## src/rtl/rof_pkg.sv

```systemverilog
// Shared definitions for the rank order filter controller.
//   DEF_DATA_BITS / DEF_RANK_BITS : default sample and rank widths
//   rof_state_e                   : controller state encoding
//   rank_step()                   : rank decrement/increment rule for one slot
package rof_pkg;

    localparam int DEF_DATA_BITS = 8;
    localparam int DEF_RANK_BITS = 2;

    typedef enum logic [1:0] {
        ST_IDLE   = 2'd0,
        ST_UPDATE = 2'd1,
        ST_DONE   = 2'd2
    } rof_state_e;

    // Existing slot drops one rank when the evicted entry ranked below it,
    // and gains one when it is strictly larger than the incoming sample.
    function automatic logic [31:0] rank_step(input logic [31:0] r,
                                              input logic        dec,
                                              input logic        inc);
        return r - {31'b0, dec} + {31'b0, inc};
    endfunction

endpackage

```

## src/rtl/rank_logic.sv

```systemverilog
// Single-slot rank update, time-multiplexed across the window by the controller.
// Ports:
//   i_new   : incoming sample x
//   s_n     : sample stored in the slot being visited
//   r_n     : current rank of that slot
//   r_0     : rank of the entry being evicted
//   new_r   : updated rank for the slot
//   i_is_ge : x >= s_n, contributes to the rank of x
module rank_logic
    import rof_pkg::*;
#(
    parameter int DATA_BITS = DEF_DATA_BITS,
    parameter int RANK_BITS = DEF_RANK_BITS
) (
    input  logic [DATA_BITS-1:0] i_new,
    input  logic [DATA_BITS-1:0] s_n,
    input  logic [RANK_BITS-1:0] r_n,
    input  logic [RANK_BITS-1:0] r_0,
    output logic [RANK_BITS-1:0] new_r,
    output logic                 i_is_ge
);

    logic [31:0] step;

    always_comb begin
        step    = rank_step(32'(r_n), r_n > r_0, s_n > i_new);
        new_r   = step[RANK_BITS-1:0];
        // Ties count toward x, so a new sample ranks above equal old values.
        i_is_ge = (s_n <= i_new);
    end

endmodule

```

## src/rtl/rof_rank_ctrl.sv

```systemverilog
// Rank order filter sequencing controller.
// Keeps a circular window of 2**RANK_BITS samples with unique ranks, replaces
// the oldest on each accepted sample, updates ranks one slot per cycle, then
// returns the element whose rank matches the cfg_rank latched at accept.
// Ports:
//   clk, rst             : clock, synchronous active-high reset
//   in_valid/in_ready    : sample handshake, in_data sample, cfg_rank target
//   out_valid/out_ready  : result handshake, out_data selected sample
//   busy                 : high in UPDATE and DONE
// Optional build macro ROF_PRIME_SUPPRESS_EN: suppress results until the
// window has been filled by WINDOW accepted samples.
//
// state  | meaning
// IDLE   | waiting for a sample, in_ready high
// UPDATE | visiting slots j = 0..WINDOW-1, updating ranks
// DONE   | holding result until out_ready
module rof_rank_ctrl
    import rof_pkg::*;
#(
    parameter int DATA_BITS = DEF_DATA_BITS,
    parameter int RANK_BITS = DEF_RANK_BITS
) (
    input  logic                 clk,
    input  logic                 rst,
    input  logic                 in_valid,
    output logic                 in_ready,
    input  logic [DATA_BITS-1:0] in_data,
    input  logic [RANK_BITS-1:0] cfg_rank,
    output logic                 out_valid,
    input  logic                 out_ready,
    output logic [DATA_BITS-1:0] out_data,
    output logic                 busy
);

    localparam int WINDOW = 1 << RANK_BITS;
    localparam logic [RANK_BITS-1:0] J_LAST = RANK_BITS'(WINDOW - 1);
    localparam logic [RANK_BITS-1:0] ONE_R  = RANK_BITS'(1);

    rof_state_e state_q, state_nx;

    logic [WINDOW-1:0][DATA_BITS-1:0] sample_q;
    logic [WINDOW-1:0][RANK_BITS-1:0] rank_q;
    logic [RANK_BITS-1:0] oldest_q;
    logic [RANK_BITS-1:0] j_q;
    logic [RANK_BITS-1:0] r_o_q;
    logic [RANK_BITS-1:0] tgt_q;
    logic [RANK_BITS-1:0] rx_q;
    logic [DATA_BITS-1:0] x_q;
    logic [DATA_BITS-1:0] sel_q;
    logic                 out_valid_q;
    logic [DATA_BITS-1:0] out_data_q;

    logic [RANK_BITS-1:0] new_r;
    logic                 i_is_ge;
    logic                 is_old;
    logic                 hit;
    logic [RANK_BITS-1:0] rx_nx;
    logic [DATA_BITS-1:0] sel_nx;
    logic                 emit;

`ifdef ROF_PRIME_SUPPRESS_EN
    localparam logic [RANK_BITS:0] PRIME_FULL = (RANK_BITS+1)'(WINDOW);
    logic [RANK_BITS:0] prime_q;
    // Counter already includes the sample in flight.
    assign emit = (prime_q == PRIME_FULL);
`else
    assign emit = 1'b1;
`endif

    rank_logic #(
        .DATA_BITS (DATA_BITS),
        .RANK_BITS (RANK_BITS)
    ) u_rank_logic (
        .i_new   (x_q),
        .s_n     (sample_q[j_q]),
        .r_n     (rank_q[j_q]),
        .r_0     (r_o_q),
        .new_r   (new_r),
        .i_is_ge (i_is_ge)
    );

    always_comb begin
        is_old = (j_q == oldest_q);
        rx_nx  = rx_q + (is_old ? '0 : RANK_BITS'(i_is_ge));
        hit    = !is_old && (new_r == tgt_q);
        sel_nx = hit ? sample_q[j_q] : sel_q;
    end

    always_ff @(posedge clk) begin
        if (rst) state_q <= ST_IDLE;
        else     state_q <= state_nx;
    end

    always_comb begin
        state_nx = state_q;
        case (state_q)
            ST_IDLE:   if (in_valid) state_nx = ST_UPDATE;
            ST_UPDATE: if (j_q == J_LAST) state_nx = ST_DONE;
            // Suppressed results leave DONE without a handshake.
            ST_DONE:   if (!out_valid_q || out_ready) state_nx = ST_IDLE;
            default:   state_nx = ST_IDLE;
        endcase
    end

    always_ff @(posedge clk) begin
        if (rst) begin
            for (int i = 0; i < WINDOW; i++) begin
                sample_q[i] <= '0;
                rank_q[i]   <= RANK_BITS'(i);
            end
            oldest_q    <= '0;
            j_q         <= '0;
            r_o_q       <= '0;
            tgt_q       <= '0;
            rx_q        <= '0;
            x_q         <= '0;
            sel_q       <= '0;
            out_valid_q <= 1'b0;
            out_data_q  <= '0;
`ifdef ROF_PRIME_SUPPRESS_EN
            prime_q     <= '0;
`endif
        end else begin
            case (state_q)
                ST_IDLE: begin
                    if (in_valid) begin
                        x_q   <= in_data;
                        r_o_q <= rank_q[oldest_q];
                        tgt_q <= cfg_rank;
                        j_q   <= '0;
                        rx_q  <= '0;
`ifdef ROF_PRIME_SUPPRESS_EN
                        if (prime_q != PRIME_FULL) prime_q <= prime_q + 1'b1;
`endif
                    end
                end
                ST_UPDATE: begin
                    if (!is_old) rank_q[j_q] <= new_r;
                    rx_q  <= rx_nx;
                    sel_q <= sel_nx;
                    j_q   <= j_q + ONE_R;
                    if (j_q == J_LAST) begin
                        sample_q[oldest_q] <= x_q;
                        rank_q[oldest_q]   <= rx_nx;
                        oldest_q           <= oldest_q + ONE_R;
                        out_data_q         <= (rx_nx == tgt_q) ? x_q : sel_nx;
                        out_valid_q        <= emit;
                    end
                end
                ST_DONE: begin
                    if (out_ready) out_valid_q <= 1'b0;
                end
                default: ;
            endcase
        end
    end

    assign in_ready  = (state_q == ST_IDLE);
    assign busy      = (state_q != ST_IDLE);
    assign out_valid = out_valid_q;
    assign out_data  = out_data_q;

endmodule

```

## config.mk

```make
export PLATFORM = sky130hd
export DESIGN_NAME = rof_rank_ctrl
export DESIGN_NICKNAME = d
export VERILOG_FILES = /design/src/rtl/rof_pkg.sv /design/src/rtl/rank_logic.sv /design/src/rtl/rof_rank_ctrl.sv
export SDC_FILE = /design/constraint.sdc
export NUM_CORES = 1
export LEC_CHECK = 0
export CAP_MARGIN = 20
export CORE_MARGIN = 8
export CORE_UTILIZATION = 35
export DETAILED_ROUTE_END_ITERATION = 6
export SLEW_MARGIN = 20
export SYNTH_ARGS = -nofsm -noshare
export SYNTH_HDL_FRONTEND = slang
export SYNTH_SLANG_ARGS = --single-unit
export TNS_END_PERCENT = 20
```

## constraint.sdc

```tcl
create_clock -name clk -period 4.6 [get_ports clk]
set_clock_uncertainty 0.05 [all_clocks]
set_input_delay 0.69 -clock clk [delete_from_list [all_inputs] [get_ports clk]]
set_output_delay 0.69 -clock clk [all_outputs]
set_load 0.1 [all_outputs]
```

* Yosys cells after proc, flatten, opt, wreduce, memory -nomap -nowiden *
Cells that the tools add are included.

storage, ports and cells
  memories = 0
  word-level logic and storage cells = 87
  input port bits = 14
  memory bits (writable) = 0
  register bits after elaboration = 77
  output and inout port bits = 11
  ROM bits = 0
  bits in latches = 0

operators by class
  equality and inequality tests = 10
  multipliers = 0
  div/mod/pow operators = 0
  reductions and logical operators = 15
  add/subtract/negate cells = 5
  bitwise operators = 0
  muxes and demuxes = 32
  order comparisons = 7
  shift-type cells = 0

operator list
  cell                   number
  $mux W8                8
  $bwmux W32             1
  $bmux W8 S2            1
  $bwmux W8              2
  $demux W8 S2           1
  $mux W2                8
  $bmux W2 S2            2
  $demux W2 S2           2
  $gt A8 B8 Y1           1
  $le A8 B8 Y1           1
  $ne A2 B2 Y1 const B   4
  $pmux W2 S2            2
  $eq A2 B2 Y1           3
  $lt A2 B3 Y1 const B   2
  $pmux W2 S3            1
  $reduce_and A2 Y1      3
  $reduce_and A3 Y1      2
  $reduce_bool A2 Y1     3
  $add A2 B1 Y2          2
  $add A2 B1 Y2 const B  2
  $eq A2 B2 Y1 const B   2
  $ge A2 B1 Y1 const B   2
  $logic_and A1 B1 Y1    3
  $mux W1                3
  7 further kinds        8

* Logic depth before layout (Yosys ltp) *
Gate-level depths: netlist of the first run.

  depth after elaboration = 11
  gate-level depth with buffers = 15
  mapped depth without buffers = 14

* Cells and area by module *
From an unflattened synthesis of the first run, not the netlist that was laid out.

unflattened totals
  cell total of the unflattened synthesis = 452
  area total of the unflattened synthesis = 3831.2 µm²

by module, submodules not included
  module         cells each  area each (µm²)  instances  seq. area each (µm²)
  rof_rank_ctrl  411         3525.9           1          1541.5
  rank_logic     41          305.3            1          0.0

* Least setup slack after synthesis of the first run *
No wires, ideal clock.

  path kind = reg2reg
  start = reg j_q[0]
  end = reg out_data_q[6] (netlist: out_data[6])
  path buffers = 2
  stages on the path, launching flop included = 16
  path slack = 0.578 ns
  required time = 4.429 ns
  clock period less this slack = 4.022 ns
  arrival time = 3.851 ns
  setup time = 0.121 ns
  path through = dfxtp_1 > buf_1 > mux4_2 > ha_1 > a21o_1 > a21o_1 > a21oi_1 > a22oi_1 > nor2_1 > ha_1 > xor2_1 > xor2_1 > nor2_1 > clkbuf_1 > a311o_1 > a21oi_1

between the ends
  longest elaborated chain between the ends = 9
  elaborated cells on any way between the ends = 20
  classes of those cells = 3 x add/sub; 3 x order compare; 4 x eq/ne; 7 x mux; 3 x reduce/logical

RTL lines
  element                        line                  RTL
  from (decl)                    rof_rank_ctrl.sv:44   logic [RANK_BITS-1:0] j_q;
  from (signal assigned)         rof_rank_ctrl.sv:141  j_q <= j_q + ONE_R;
  $bmux W2 S2                    rof_rank_ctrl.sv:76   .r_n (rank_q[j_q]),
  $mux W2 (implied by the code)  rof_rank_ctrl.sv:76
  $gt A2 B2 Y1                   rank_logic.sv:26      step = rank_step(32'(r_n), r_n > r_0, s_n > i_new);
  $sub A2 B1 Y2                  rof_pkg.sv:21         return r - {31'b0, dec} + {31'b0, inc};
  $add A2 B1 Y2                  rof_pkg.sv:21
  $eq A2 B2 Y1                   rof_rank_ctrl.sv:85   hit = !is_old && (new_r == tgt_q);
  $logic_and A1 B1 Y1            rof_rank_ctrl.sv:85
  $mux W8                        rof_rank_ctrl.sv:86   sel_nx = hit ? sample_q[j_q] : sel_q;
  $mux W8                        rof_rank_ctrl.sv:146  out_data_q <= (rx_nx == tgt_q) ? x_q : sel_nx;
  to (signal assigned)           rof_rank_ctrl.sv:146
  to (decl)                      rof_rank_ctrl.sv:51   logic [DATA_BITS-1:0] out_data_q;

Parallel ways exist; a longest one is shown, timed or not. The select of a mux whose other input is x is not followed.
A chain may end at the register's enable or synchronous reset.

* Final worst setup path of the first run *
  start = reg j_q[0]
  end = reg sel_q[5]

between the ends
  longest elaborated chain between the ends = 8
  elaborated cells on any way between the ends = 13
  classes of those cells = 2 x add/sub; 2 x order compare; 2 x eq/ne; 5 x mux; 2 x reduce/logical

RTL lines
  element                        line                  RTL
  $bmux W2 S2                    rof_rank_ctrl.sv:76
  $mux W2 (implied by the code)  rof_rank_ctrl.sv:76
  $gt A2 B2 Y1                   rank_logic.sv:26
  $sub A2 B1 Y2                  rof_pkg.sv:21
  $add A2 B1 Y2                  rof_pkg.sv:21
  $eq A2 B2 Y1                   rof_rank_ctrl.sv:85
  $logic_and A1 B1 Y1            rof_rank_ctrl.sv:85
  $mux W8 *                      rof_rank_ctrl.sv:86
  to (signal assigned)           rof_rank_ctrl.sv:140  sel_q <= sel_nx;
  to (decl)                      rof_rank_ctrl.sv:49   logic [DATA_BITS-1:0] sel_q;

Every way passes the cells marked *; elsewhere a longest branch is shown, timed or not. The select of a mux whose other input is x is not followed.

==> impl_metrics.yaml, run 1 <==
run_status:
  status: "complete, no violations"
worst_hold_path:
  worstHoldEndpoint: "sample_q[14]"
  min-delay-start: "sample_q[14]"
  hold_path_class: "reg2reg"
  min_path_cells: 2
place:
  dp_hpwl_um: 6630
  gp_congestion: 0.900
  io_buffers: 24
yosys:
  synth_seq_cells: 77
  yosys.area.top_type: "dfxtp_1"
  synth.most_common_cell: "nand2_1"
  synth_area_leaders: "dfxtp_1 40%, a21oi_1 10%, nand2_1 10%"
  syn_area_mm2: 0.00384
  synth_cell_type_count: 37
  ys.flop_type: "dfxtp_1"
  syn_nets: 484
  yosysWarningCount: 0
  synthCells: 449
  ys_async_sr_fraction_pct: 0
  syn-mean-instance-area_um2: 8.55
  ys_top_cells_by_count: "105 x nand2_1, 79 x a21oi_1, 77 x dfxtp_1"
  synth-edff-count: 0
  synth.yosys.seq_area_share_pct: 40.2
  yosysTopAreaCellShare_pct: 40.2
timing:
  hold_violations: 0
  tightest_slew_ps: 973
  max_freq_ghz: 0.246
  min_period_ps: 4060
  rsz0062_at_grt: "no"
  drv_slew: 0
  finalSetupTns_ps: 0
  setup_violations: 0
  period_share_pct: 88.2
  slew_headroom_pct: 34.9
detailed_routing:
  drt_first_pass_iters: 5
  drt-vias-per-instance: 5.14
  drc: 0
  routed_wl_um: 9220
  drt-initial-drc-count: 216
  wl_per_cell_um: 15.0
  postRouteAntennaNets: 0
  vias: 3153
clock_tree:
  clock_tree.root_cell: "clkbuf_8"
  post_cts_buffers: 0
  cts_max_level: 3
  clkTransAtPathRegs_ps: 80
  cts_tree: "done"
  cts_num_sinks: 77
  clk_latency_ps: 350
  cts_buffer_depth: 2
  post_cts_resize_count: 0
  cts_inserted_buffers: 9
  ctsHoldBuffers: 0
worst_setup_path:
  path_max_fanout: 8
  worstSetupEndpointType: "flip-flop"
  reg2reg_from: "j_q[0]"
  cp_slowest_stage_delay_ps: 600
  crit_family: "multiplexers"
  timing.critical_path.buf_inv: 2
  cp_cell_sequence: "buf_4 > mux4_2 > ha_1 > a21oi_1 > a21oi_1 > ha_1 > inv_1 > ha_1 > xnor2_1 > xnor3_1 > nor3_4 > mux2i_1 > nor2_1"
  cp.arrival_ps: 4220
  worstSetupPathType: "reg2reg"
  crit_path_top_delay_cell: "dfxtp_1"
  r2r-end: "sel_q[5]"
  required_ps: 4760
  startpoint_type: "flip-flop"
  cp_common_cell: "ha_1"
  r2r_slack_ps: 540
  r2r_cells: 13
finish:
  layout-drive-gt1-share_pct: 7.38
  antenna_cells: 0
  multiInputGateArea_mm2: 0.00215
  area_delta_synth_final_pct: 15.3
  final_nets: 504
  regArea_mm2: 0.00154
  fillers: 1110
global_routing:
  grt_max_degree: 74
  antenna_found_initial: 0
  track_usage_pct: 12.8
  grt_overflow: 0
  grt_pass1_wl_um: 15000
  grt_pass1_vias: 2990
die:
  start_util_pct: 35.6
  die_h_um: 121
  core_area_mm2: 0.0108
  io_pins: 25
  std_cell_rows: 38
  die_area_mm2: 0.0146
  fp.dieW_um: 121
power:
  netSwitchingFraction_pct: 27.5
  leakage_uw: 0.00157
  p_int_uw: 1080
  power_per_cell_area_mw_per_mm2: 335
  seqPwrFrac_pct: 46.9
  power_uw: 1480
  p_clk_share_pct: 37.8
  peakVddDrop_v: 0.000136
  p_switching_uw: 408
  comb_power_share_pct: 15.2
job:
  maxCapViolations: 0
==> per-stage QoR <==
| step | util [%] | std cells | instance area (µm²) | setup slack [ps] | hold slack [ps] |
|---|---|---|---|---|---|
| 6_report | 41.0 | 614 | 4430 | 543 | 406 |
| 3_5_place_dp | 39.0 | 598 | 4210 | 488 | 395 |
| 5_1_grt | 41.0 | 614 | 4430 | 230 | 421 |
| 3_3_place_gp | 39.0 | 598 | 4210 | 577 | 389 |
| 4_1_cts | 41.0 | 614 | 4430 | 488 | 405 |
| 2_1_floorplan | - | 449 | 3840 | 578 | 383 |
==> per-layer routing <==
layer	vias up	share of wire [%]	wire length [µm]	GRT usage [%]
li1	1597	-	-	-
met1	1459	51	4680	17.7
met2	90	42	3880	18.7
met3	7	6.0	557	2.94
met4	0	1.1	106	5.00
met5	-	0	0	0
==> cell usage in the layout (no fill, tap or decap), types with 3 or more instances in the layout <==
master	n
a21oi_1	79
xnor2_1	4
buf_4	5
inv_1	19
mux2i_1	21
nor3_1	3
dfxtp_1	77
a311o_1	7
nand3_1	8
nor2_1	28
mux4_2	12
o22ai_1	3
o21ai_0	10
ha_1	21
clkbuf_8	9
clkdlybuf4s50_1	23
nand2_1	105
xor2_1	5
==> registers in the layout, indices dropped and copies added, names as in the netlist <==
name	flops
rx_q	2
r_o_q	2
sample_q	32
j_q	2
state_q	2
out_data	8
oldest_q	2
out_valid	1
rank_q	8
tgt_q	2
sel_q	8
x_q	8
==> worst max-delay path by stage <==
stage          cells past startpoint     endpoint  slack (ps)  startpoint
4_1_cts                           13     sel_q[5]         490      j_q[0]
6_report                          13     sel_q[5]         540      j_q[0]
3_5_place_dp                      13     sel_q[5]         490      j_q[0]
5_1_grt                           13     sel_q[5]         230      j_q[0]
3_3_place_gp                      13     sel_q[3]         580      j_q[0]
2_1_floorplan                     15  out_data[6]         580      j_q[0]
==> power by group through the flow <==
stage / clock network (µW) / logic (µW) / registers [µW]
6_report: 562 / 226 / 697
2_1_floorplan: 0 / 175 / 705
3_5_place_dp: 0 / 225 / 712
4_1_cts: 575 / 226 / 696
5_1_grt: 609 / 247 / 699
3_3_place_gp: 0 / 222 / 712
==> worst reg2reg max path, delay by kind of cell, from the launching register on <==
family / cells / cell delay, ps
adders and majority gates: 3 / 780
xor gates and xnor gates: 2 / 600
buffers and inverters: 2 / 310
AOI/OAI and AO/OA: 2 / 180
muxes: 2 / 850
DFF: 1 / 600
and+or+nand+nor: 2 / 570
==> area by class of cell <==
type / instances / share of cell area [%]
flip-flops and latches: 77 / 34.8
inverters: 19 / 1.61
multi-input cells: 333 / 48.6
clock inverters: 5 / 1.92
repair buffers: 29 / 6.16
well taps: 140 / 3.96
clock buffers: 11 / 2.97
==> cell families (layout without fill, tap and decap cells) <==
kind of cell    Yosys count  after routing  synth area share, %
flops                    77             77                 40.2
simple gates            158            158                 17.4
buf+inv                  39             64                 3.85
compound gates          110            110                 16.3
mux                      34             34                 12.8
xor+xnor                 10             10                 2.64
fa+ha+maj                21             21                 6.84
Note: power is estimated with default switching activity, not from simulation.
==> run 2: changes to the inputs <==
Settings changed: CTS_CLUSTER_DIAMETER set to 200.
==> results of run 2 <==
Final layout, timing and power as in run 1 (identical DEF).
